==> config.mk <==
export PLATFORM = sky130hd
export DESIGN_NAME = mem_stall_ctrl_flat
export DESIGN_NICKNAME = d
export VERILOG_FILES = /design/src/rtl/mem_stall_ctrl_pkg.sv /design/src/rtl/mem_stall_ctrl_if.sv /design/src/rtl/mem_stall_ctrl_hazard.sv /design/src/rtl/mem_stall_ctrl.sv /design/src/flat_wrapper.sv
export SDC_FILE = /design/constraint.sdc
export NUM_CORES = 1
export LEC_CHECK = 0
export CAP_MARGIN = 40
export CORE_AREA = 2 2 84 86
export CTS_CLUSTER_SIZE = 16
export DETAILED_ROUTE_END_ITERATION = 7
export DIE_AREA = 0 0 86 88
export DONT_BUFFER_PORTS = 1
export PLACE_DENSITY = 0.8
export SLEW_MARGIN = 20
export SYNTH_ARGS = -nofsm -noshare
export SYNTH_HDL_FRONTEND = slang
export SYNTH_HIERARCHICAL = 1
export SYNTH_SLANG_ARGS = --single-unit
==> constraint.sdc <==
create_clock -name clk_i -period 2.2 [get_ports clk_i]
set_clock_uncertainty 0.2 [all_clocks]
set_input_delay 0.44 -clock clk_i [delete_from_list [all_inputs] [get_ports clk_i]]
set_output_delay 0.44 -clock clk_i [all_outputs]
set_load 0.01 [all_outputs]
==> src/rtl/mem_stall_ctrl_pkg.sv <==
// Shared types and constants for the MEM-stage stall controller.
package mem_ctrl_pkg;

    localparam int unsigned ADDR_W_DEF = 32;
    localparam int unsigned DATA_W_DEF = 32;
    localparam int unsigned REG_IDX_W  = 5;

    typedef enum logic [1:0] {
        IDLE = 2'd0,
        REQ  = 2'd1,
        WAIT = 2'd2,
        DONE = 2'd3
    } mem_state_t;

endpackage

==> src/rtl/mem_stall_ctrl_if.sv <==
// Data-memory request/acknowledge bus between the stall controller (master)
// and the memory (slave).
interface mem_stall_ctrl_if
    import mem_ctrl_pkg::*;
#(
    parameter int unsigned ADDR_W = ADDR_W_DEF,
    parameter int unsigned DATA_W = DATA_W_DEF
);

    logic              mem_req_o;
    logic              mem_we_o;
    logic [ADDR_W-1:0] mem_addr_o;
    logic [DATA_W-1:0] mem_wdata_o;
    logic              mem_ack_i;
    logic [DATA_W-1:0] mem_rdata_i;

    modport master (
        output mem_req_o,
        output mem_we_o,
        output mem_addr_o,
        output mem_wdata_o,
        input  mem_ack_i,
        input  mem_rdata_i
    );

    modport slave (
        input  mem_req_o,
        input  mem_we_o,
        input  mem_addr_o,
        input  mem_wdata_o,
        output mem_ack_i,
        output mem_rdata_i
    );

endinterface

==> src/rtl/mem_stall_ctrl_hazard.sv <==
// Load-use hazard compare: a load in EX whose destination feeds a source of
// the instruction in ID. Register 0 never creates a hazard.
module hazard_detect
    import mem_ctrl_pkg::*;
(
    input  logic                 i_id_ex_memread,
    input  logic [REG_IDX_W-1:0] i_id_ex_rt,
    input  logic [REG_IDX_W-1:0] i_if_id_rs,
    input  logic [REG_IDX_W-1:0] i_if_id_rt,
    output logic                 o_lu
);

    // Pure combinational compare
    always_comb begin
        o_lu = i_id_ex_memread
             & (i_id_ex_rt != '0)
             & ((i_id_ex_rt == i_if_id_rs) | (i_id_ex_rt == i_if_id_rt));
    end

endmodule

==> src/rtl/mem_stall_ctrl.sv <==
// MEM-stage data-memory sequencer and pipeline advance control.
// Optional: define MEM_TIMEOUT_EN to force completion of a WAIT that lasts
// TIMEOUT cycles, raising the sticky err_o flag.
module mem_stall_ctrl
    import mem_ctrl_pkg::*;
#(
    parameter int unsigned ADDR_W  = ADDR_W_DEF,
    parameter int unsigned DATA_W  = DATA_W_DEF,
    parameter int unsigned TIMEOUT = 64
) (
    input  logic                 clk_i,
    input  logic                 rst_i,
    input  logic                 MemRead_i,
    input  logic                 MemWrite_i,
    input  logic [ADDR_W-1:0]    Address_i,
    input  logic [DATA_W-1:0]    Write_data_i,
    input  logic                 ID_EX_MemRead_i,
    input  logic [REG_IDX_W-1:0] ID_EX_Rt_i,
    input  logic [REG_IDX_W-1:0] IF_ID_Rs_i,
    input  logic [REG_IDX_W-1:0] IF_ID_Rt_i,
    mem_stall_ctrl_if.master     mem_bus,
    output logic [DATA_W-1:0]    rdata_o,
    output logic                 pcEnable_o,
    output logic                 IF_ID_write_o,
    output logic                 bubble_o,
    output logic                 err_o
);

    mem_state_t        r_state;
    mem_state_t        w_next;
    logic              r_we;
    logic [ADDR_W-1:0] r_addr;
    logic [DATA_W-1:0] r_wdata;
    logic [DATA_W-1:0] r_rdata;
    logic              w_op;
    logic              w_lu;
    logic              w_mem_stall;
    logic              w_in_access;
    logic              w_timeout;

    hazard_detect u_hazard (
        .i_id_ex_memread (ID_EX_MemRead_i),
        .i_id_ex_rt      (ID_EX_Rt_i),
        .i_if_id_rs      (IF_ID_Rs_i),
        .i_if_id_rt      (IF_ID_Rt_i),
        .o_lu            (w_lu)
    );

    assign w_op        = MemRead_i | MemWrite_i;
    assign w_in_access = (r_state == REQ) | (r_state == WAIT);
    assign w_mem_stall = w_in_access | ((r_state == IDLE) & w_op);

`ifdef MEM_TIMEOUT_EN
    localparam int unsigned CNT_W = ($clog2(TIMEOUT) > 8) ? $clog2(TIMEOUT) : 8;

    logic [CNT_W-1:0] r_cnt;
    logic             r_err;

    assign w_timeout = (r_state == WAIT) & ~mem_bus.mem_ack_i
                     & (r_cnt == CNT_W'(TIMEOUT - 1));

    // Wait-cycle counter and sticky timeout flag
    always_ff @(posedge clk_i) begin
        if (rst_i) begin
            r_cnt <= '0;
            r_err <= 1'b0;
        end else begin
            if (w_next == REQ) begin
                r_cnt <= '0;
            end else if (r_state == WAIT) begin
                r_cnt <= r_cnt + 1'b1;
            end
            if (w_timeout) begin
                r_err <= 1'b1;
            end
        end
    end

    assign err_o = r_err;
`else
    logic w_unused_timeout;

    assign w_timeout        = 1'b0;
    assign w_unused_timeout = ^TIMEOUT;
    assign err_o            = 1'b0;
`endif

    // Access sequencing: next state
    always_comb begin
        w_next = r_state;
        case (r_state)
            IDLE:    if (w_op) w_next = REQ;
            REQ:     w_next = mem_bus.mem_ack_i ? DONE : WAIT;
            WAIT:    if (mem_bus.mem_ack_i | w_timeout) w_next = DONE;
            DONE:    w_next = IDLE;
            default: w_next = IDLE;
        endcase
    end

    // State register, request latches and load-data capture
    always_ff @(posedge clk_i) begin
        if (rst_i) begin
            r_state <= IDLE;
            r_we    <= 1'b0;
            r_addr  <= '0;
            r_wdata <= '0;
            r_rdata <= '0;
        end else begin
            r_state <= w_next;
            if ((r_state == IDLE) && w_op) begin
                r_addr  <= Address_i;
                r_wdata <= Write_data_i;
                r_we    <= MemWrite_i;
            end
            if (w_in_access && mem_bus.mem_ack_i && !r_we) begin
                r_rdata <= mem_bus.mem_rdata_i;
            end
        end
    end

    // Pipeline control: a memory stall freezes everything and suppresses the bubble
    always_comb begin
        pcEnable_o    = 1'b1;
        IF_ID_write_o = 1'b1;
        bubble_o      = 1'b0;
        if (w_mem_stall) begin
            pcEnable_o    = 1'b0;
            IF_ID_write_o = 1'b0;
        end else if (w_lu) begin
            pcEnable_o    = 1'b0;
            IF_ID_write_o = 1'b0;
            bubble_o      = 1'b1;
        end
    end

    assign mem_bus.mem_req_o   = (r_state == REQ);
    assign mem_bus.mem_we_o    = r_we;
    assign mem_bus.mem_addr_o  = r_addr;
    assign mem_bus.mem_wdata_o = r_wdata;
    assign rdata_o             = r_rdata;

endmodule

==> src/flat_wrapper.sv <==
// flat-port wrapper written by rule: the top's interface ports become plain ports
module mem_stall_ctrl_flat import mem_ctrl_pkg::*;
#(
    parameter int unsigned ADDR_W  = ADDR_W_DEF,
    parameter int unsigned DATA_W  = DATA_W_DEF,
    parameter int unsigned TIMEOUT = 64
)
  (clk_i, rst_i, MemRead_i, MemWrite_i, Address_i, Write_data_i, ID_EX_MemRead_i, ID_EX_Rt_i, IF_ID_Rs_i, IF_ID_Rt_i, rdata_o, pcEnable_o, IF_ID_write_o, bubble_o, err_o, mem_bus_mem_req_o, mem_bus_mem_we_o, mem_bus_mem_addr_o, mem_bus_mem_wdata_o, mem_bus_mem_ack_i, mem_bus_mem_rdata_i);
  mem_stall_ctrl_if #(.ADDR_W(ADDR_W), .DATA_W(DATA_W)) mem_bus_i ();
  input  logic clk_i;
  input  logic rst_i;
  input  logic MemRead_i;
  input  logic MemWrite_i;
  input  logic [ADDR_W-1:0] Address_i;
  input  logic [DATA_W-1:0] Write_data_i;
  input  logic ID_EX_MemRead_i;
  input  logic [REG_IDX_W-1:0] ID_EX_Rt_i;
  input  logic [REG_IDX_W-1:0] IF_ID_Rs_i;
  input  logic [REG_IDX_W-1:0] IF_ID_Rt_i;
  output logic [DATA_W-1:0] rdata_o;
  output logic pcEnable_o;
  output logic IF_ID_write_o;
  output logic bubble_o;
  output logic err_o;
  output wire logic [$bits(mem_bus_i.mem_req_o)-1:0] mem_bus_mem_req_o;
  output wire logic [$bits(mem_bus_i.mem_we_o)-1:0] mem_bus_mem_we_o;
  output wire logic [$bits(mem_bus_i.mem_addr_o)-1:0] mem_bus_mem_addr_o;
  output wire logic [$bits(mem_bus_i.mem_wdata_o)-1:0] mem_bus_mem_wdata_o;
  input wire logic [$bits(mem_bus_i.mem_ack_i)-1:0] mem_bus_mem_ack_i;
  input wire logic [$bits(mem_bus_i.mem_rdata_i)-1:0] mem_bus_mem_rdata_i;
  assign mem_bus_mem_req_o = mem_bus_i.mem_req_o;
  assign mem_bus_mem_we_o = mem_bus_i.mem_we_o;
  assign mem_bus_mem_addr_o = mem_bus_i.mem_addr_o;
  assign mem_bus_mem_wdata_o = mem_bus_i.mem_wdata_o;
  assign mem_bus_i.mem_ack_i = mem_bus_mem_ack_i;
  assign mem_bus_i.mem_rdata_i = mem_bus_mem_rdata_i;
  mem_stall_ctrl #(.ADDR_W(ADDR_W), .DATA_W(DATA_W), .TIMEOUT(TIMEOUT)) u_core (.clk_i(clk_i), .rst_i(rst_i), .MemRead_i(MemRead_i), .MemWrite_i(MemWrite_i), .Address_i(Address_i), .Write_data_i(Write_data_i), .ID_EX_MemRead_i(ID_EX_MemRead_i), .ID_EX_Rt_i(ID_EX_Rt_i), .IF_ID_Rs_i(IF_ID_Rs_i), .IF_ID_Rt_i(IF_ID_Rt_i), .mem_bus(mem_bus_i), .rdata_o(rdata_o), .pcEnable_o(pcEnable_o), .IF_ID_write_o(IF_ID_write_o), .bubble_o(bubble_o), .err_o(err_o));
endmodule
Word level (Yosys, flattened, before mapping)
Cells that the tools add are included.
{ "totals": {"out_inout_bits": 102, "word_cells": 34, "ff_bits": 99, "inputBits": 117} }
{ "op_classes": {"bitwise": 7, "reduce_logical": 7, "eq_ne": 7, "n_mux": 8} }
{ "ops": {"columns": ["op", "count"], "rows": [
  ["equality test 5 bit", 2],
  ["case mux 2 bit (4 select lines)", 1],
  ["2-to-1 mux 1 bit", 5],
  ["nonzero test 5 bit", 1],
  ["equality test 2 bit, second input constant", 2],
  ["2-to-1 mux 2 bit", 2],
  ["OR 1 bit", 4],
  ["bitwise AND 1 bit", 3],
  ["logical AND 1 bit", 3],
  ["equality test 2 x 1 -> 1 bit, second input constant", 1],
  ["logical NOT 2 bit", 1],
  ["!= test 2 x 1 -> 1 bit, second input constant", 1],
  ["!= test 2 bit, second input constant", 1],
  ["AND reduction 2 bit", 1],
  ["logical NOT 1 bit", 1]
]} }

Depth between registers and ports, before layout
{ "depth": {"ltp_word": 5, "mapped_depth": 7, "ltp_nobuf": 5} }

By module
The synthesis kept the hierarchy.
{ "by_module_without_submodules": {"columns": ["mod", "seq_area_each_um2", "instances", "cells_per_inst", "area_per_inst_um2"], "rows": [
  ["mem_stall_ctrl", 1981.9, 1, 446, 3549.7],
  ["hazard_detect", 0.0, 1, 17, 125.1]
]} }

Worst setup path after synthesis
Ideal clock, no wire load.
{ "synth_path": {"kind": "input to output", "start": "input ID_EX_Rt_i[1]", "end": "output pcEnable_o", "setup_slack_ns": -0.106, "path_buffers": 1, "cell_stages": 5, "t_required_ns": 1.560, "arrival_time_ns": 1.666, "cell_sequence": "or4_1 > o21ai_1 > a21oi_1 > nor3_1 > buf_4"} }
{ "synth_between": {"elab_chain_len": 5, "elab_cells_between_ends": 8, "cone_classes": "2 x eq/ne; 2 x mux; 3 x bitwise; 1 x reduce/logical"} }
{ "synth_rtl": {"columns": ["item", "line", "rtl"], "rows": [
  ["start: declaration", "flat_wrapper.sv:17", "input logic [REG_IDX_W-1:0] ID_EX_Rt_i;"],
  ["equality test 5 bit / nonzero test 5 bit (equally long branches)", "mem_stall_ctrl_hazard.sv:17, mem_stall_ctrl_hazard.sv:16", null],
  ["OR 1 bit / bitwise AND 1 bit (equally long branches)", "mem_stall_ctrl_hazard.sv:17, mem_stall_ctrl_hazard.sv:16", null],
  ["bitwise AND 1 bit *", "mem_stall_ctrl_hazard.sv:17", "& ((i_id_ex_rt == i_if_id_rs) | (i_id_ex_rt == i_if_id_rt));"],
  ["via u_core.w_lu", "mem_stall_ctrl.sv:36", "logic w_lu;"],
  ["2-to-1 mux 1 bit * (2 in a row)", null, null],
  ["end: declaration", "flat_wrapper.sv:21", "output logic pcEnable_o;"]
]} }
Mark *: on every way through the listed nets, which the timed path passes. The rest lies on a longest branch.

Final worst setup path
Ends and elaborated chain as after synthesis.

==> impl_metrics.csv <==
group,metric,value,unit
run_status,status,"finished, violations left",
run_status,violations,"negative hold slack",
drt,wl_per_cell,15.5,um
timing,finalSetupViolations,0,
die,ios,219,
die,die_y,88,um
drt,drc,0,
pwr,vdd_drop_max,0.799,mV
global_route,gr-usage-all-layers,0.207,
timing,slew_headroom,0.544,
global_route,antenna_found_initial,0,
global_route,overflow,0,
yosys,synth_area_per_cell,7.94,um^2
timing,drv_slew,0,
worst_hold_path,min_path_type,"in2reg",
setup_path,worstSetupEndpointType,"output pin",
placed_design,port_buffers,0,
die,core_area,6640,um^2
flow_run,maxCapViolCount,0,
clock_network,holdBufCountCts,15,
setup_path,r2r-end,"u_core/mem_bus.mem_addr_o[22]$_SDFFE_PP0P_",
yosys,ys_types,27,
die,die_w,86,um
yosys,ys_ff_latch,99,
global_route,grt_pass1_vias,2801,
timing,holdWs,-0.0526,ns
pwr,leakagePower,0.00150,uW
clock_network,cts.path.max_buffers,2,
timing,setup-tns-final,0,ns
clock_network,cts_tree,"yes",
setup_path,reg2regPathDepth,6,
drt,dr.first_iter.drc_count,195,
setup_path,path_class,"in2out",
pwr,power_density,1360,nW/um^2
layout,nNetsFinal,583,
layout,post-route-util,0.605,
drt,vias,2979,
die,initial_core_util,0.553,
clock_network,post_cts_buffers,0,
layout,area_delta_synth_final,9.30,%
layout,multiInputGateArea,1540,um^2
placed_design,gp_congestion,0.751,
drt,post_drt_via_cell_ratio,5.45,
clock_network,clock_latency,0.34,ns
die,rows,30,
setup_path,r2r_setup_slack,0.14,ns
setup_path,required,1.56,ns
setup_path,reg2reg_from,"u_core/r_state[0]$_SDFFE_PP0P_",
clock_network,root_buffer,"clkbuf_8",
drt,routed_wl,8.47,mm
yosys,syn_nets,584,
timing,max_freq,479,MHz
yosys,ys_warn_count,6,
worst_hold_path,worstHoldStart,"rst_i",
timing,min_period_over_period,0.948,
worst_hold_path,hold_depth,1,
die,die_area,7570,um^2
layout,seq_area,1980,um^2
yosys,synthCells,463,
layout,n_fill_cell,603,
layout,final_common_cell,"nand2_1",
yosys,ys_seq_area_frac,0.539,
layout,final_cell_mix,"nand2_1 (194), dfxtp_1 (99), a21oi_1 (98)",
clock_network,cts-buffers-inserted,9,
layout,diodes,0,
worst_hold_path,hold_path_end,"u_core/mem_bus.mem_wdata_o[12]$_SDFFE_PP0P_",
timing,hold_viol,75,
yosys,syn_area,3670,um^2
global_route,grt_max_degree,100,
global_route,grt_first_pass_wirelength,12.5,mm
timing,worst-slew-pin-transition,0.682,ns
timing,layout_min_cycle_time,2.09,ns
layout,final_layout_size_suffix_gt1_frac,0.0664,
setup_path,startpoint_type,"input pin",
drt,antenna_left,0,
clock_network,htree_num_levels,3,
drt,dr.pass1.iters,4,
clock_network,clkSlewWorstSetupHoldPaths,0.09,ns
setup_path,crit_fanout,3,
setup_path,cp.arrival,1.45,ns
timing,rsz0062_at_grt,"no",
clock_network,clock-sinks,99,
placed_design,dpl.hpwl,6.02,mm
## per-stage QoR
stage | worst slack, ns | area [um^2] | std cells | total power (uW)
CTS | 0.0220 | 4000 | 547 | 5450
detailed placement | 0.107 | 3670 | 516 | 4350
finish | 0.114 | 4020 | 547 | 5460
floorplan | 0.0134 | 3680 | 463 | 4060
global placement | 0.101 | 3670 | 516 | 4260
global route | 0.00396 | 4020 | 547 | 5840
## registers in the layout, summed over array words and instances, names as in the netlist
register	count
u_core/r_state	2
u_core/rdata_o	32
u_core/mem_bus.mem_wdata_o	32
u_core/mem_bus.mem_addr_o	32
u_core/mem_bus.mem_we_o	1
## metal layers
| layer | GRT usage | up-vias | share of wire |
|---|---|---|---|
| met5 | 0 | - | 0 |
| met4 | 0.117 | 0 | 0.024 |
| met3 | 0.0773 | 22 | 0.11 |
| met2 | 0.359 | 149 | 0.52 |
| met1 | 0.216 | 1328 | 0.35 |
| li1 | - | 1480 | - |
## kinds of logic (layout without fill, tap and decap cells)
logic type,count (synthesis),after routing,synth area share
AOI/OAI and AO/OA,106,106,0.149
xor gates and xnor gates,10,10,0.0238
adders and majority gates,4,4,0.0136
buffers and inverters,36,40,0.0521
DFF,99,99,0.539
other,1,1,0.00102
and+or+nand+nor,207,207,0.221
## cells in the mapped netlist
library cell	count	share of area
or2_2	1	0.0017
inv_1	2	0.0020
nor3_1	3	0.0041
a21oi_2	1	0.0024
or4_1	1	0.0020
a21o_1	1	0.0020
o21a_1	1	0.0020
a211oi_1	1	0.0020
nand3_1	3	0.0041
nand2_1	194	0.20
nor3b_1	1	0.0020
xor2_1	6	0.014
nand3b_1	1	0.0020
a311oi_1	1	0.0024
and3b_1	1	0.0024
clkbuf_1	13	0.013
buf_2	9	0.012
xnor2_1	4	0.0095
buf_4	12	0.025
a31oi_1	1	0.0017
a21oi_1	98	0.13
nand2b_1	1	0.0017
ha_1	4	0.014
conb_1	1	0.0010
o21ai_1	2	0.0027
dfxtp_1	99	0.54
or3b_4	1	0.0031
## cell type report
type / count / share of cell area
Inverter: 2 / 0.00187
Tap cell: 80 / 0.0249
Multi-Input combinational cell: 328 / 0.383
Sequential cell: 99 / 0.493
Timing Repair Buffer: 22 / 0.0545
Clock buffer: 11 / 0.0327
Clock inverter: 5 / 0.00997
## where the power goes
part	internal, uW	leakage (uW)	switching (uW)	total (uW)
Clock	416	0.0000757	594	1010
Sequential	2240	0.000812	507	2750
Combinational	665	0.000616	1040	1700
Total	3320	0.00150	2140	5460
## critical path, stage by stage
cell and delay [ns]:
or4_1 0.50, o21ai_1 0.12, a21oi_1 0.08, nor3_2 0.15, buf_4 0.16
## timing repair
| item | 4_1_cts | 5_1_grt |
|---|---|---|
| endpoints found under the setup margin | 1 | 18 |
| pin swaps | 0 | 0 |
| hold endpoints to repair | 99 | 84 |
| gates resized for setup | 1 | 5 |
## how the worst max path moves through the flow
stage	start	to	slack, ns
5_1_grt	u_core/r_state[1]$_SDFFE_PP0P_	bubble_o	0.004
3_3_place_gp	ID_EX_Rt_i[1]	pcEnable_o	0.10
4_1_cts	u_core/r_state[0]$_SDFFE_PP0P_	bubble_o	0.02
6_report	ID_EX_Rt_i[1]	pcEnable_o	0.11
2_1_floorplan	ID_EX_Rt_i[1]	pcEnable_o	0.01
3_5_place_dp	ID_EX_Rt_i[1]	pcEnable_o	0.11
No activity file was read; power rests on OpenSTA's default activity.
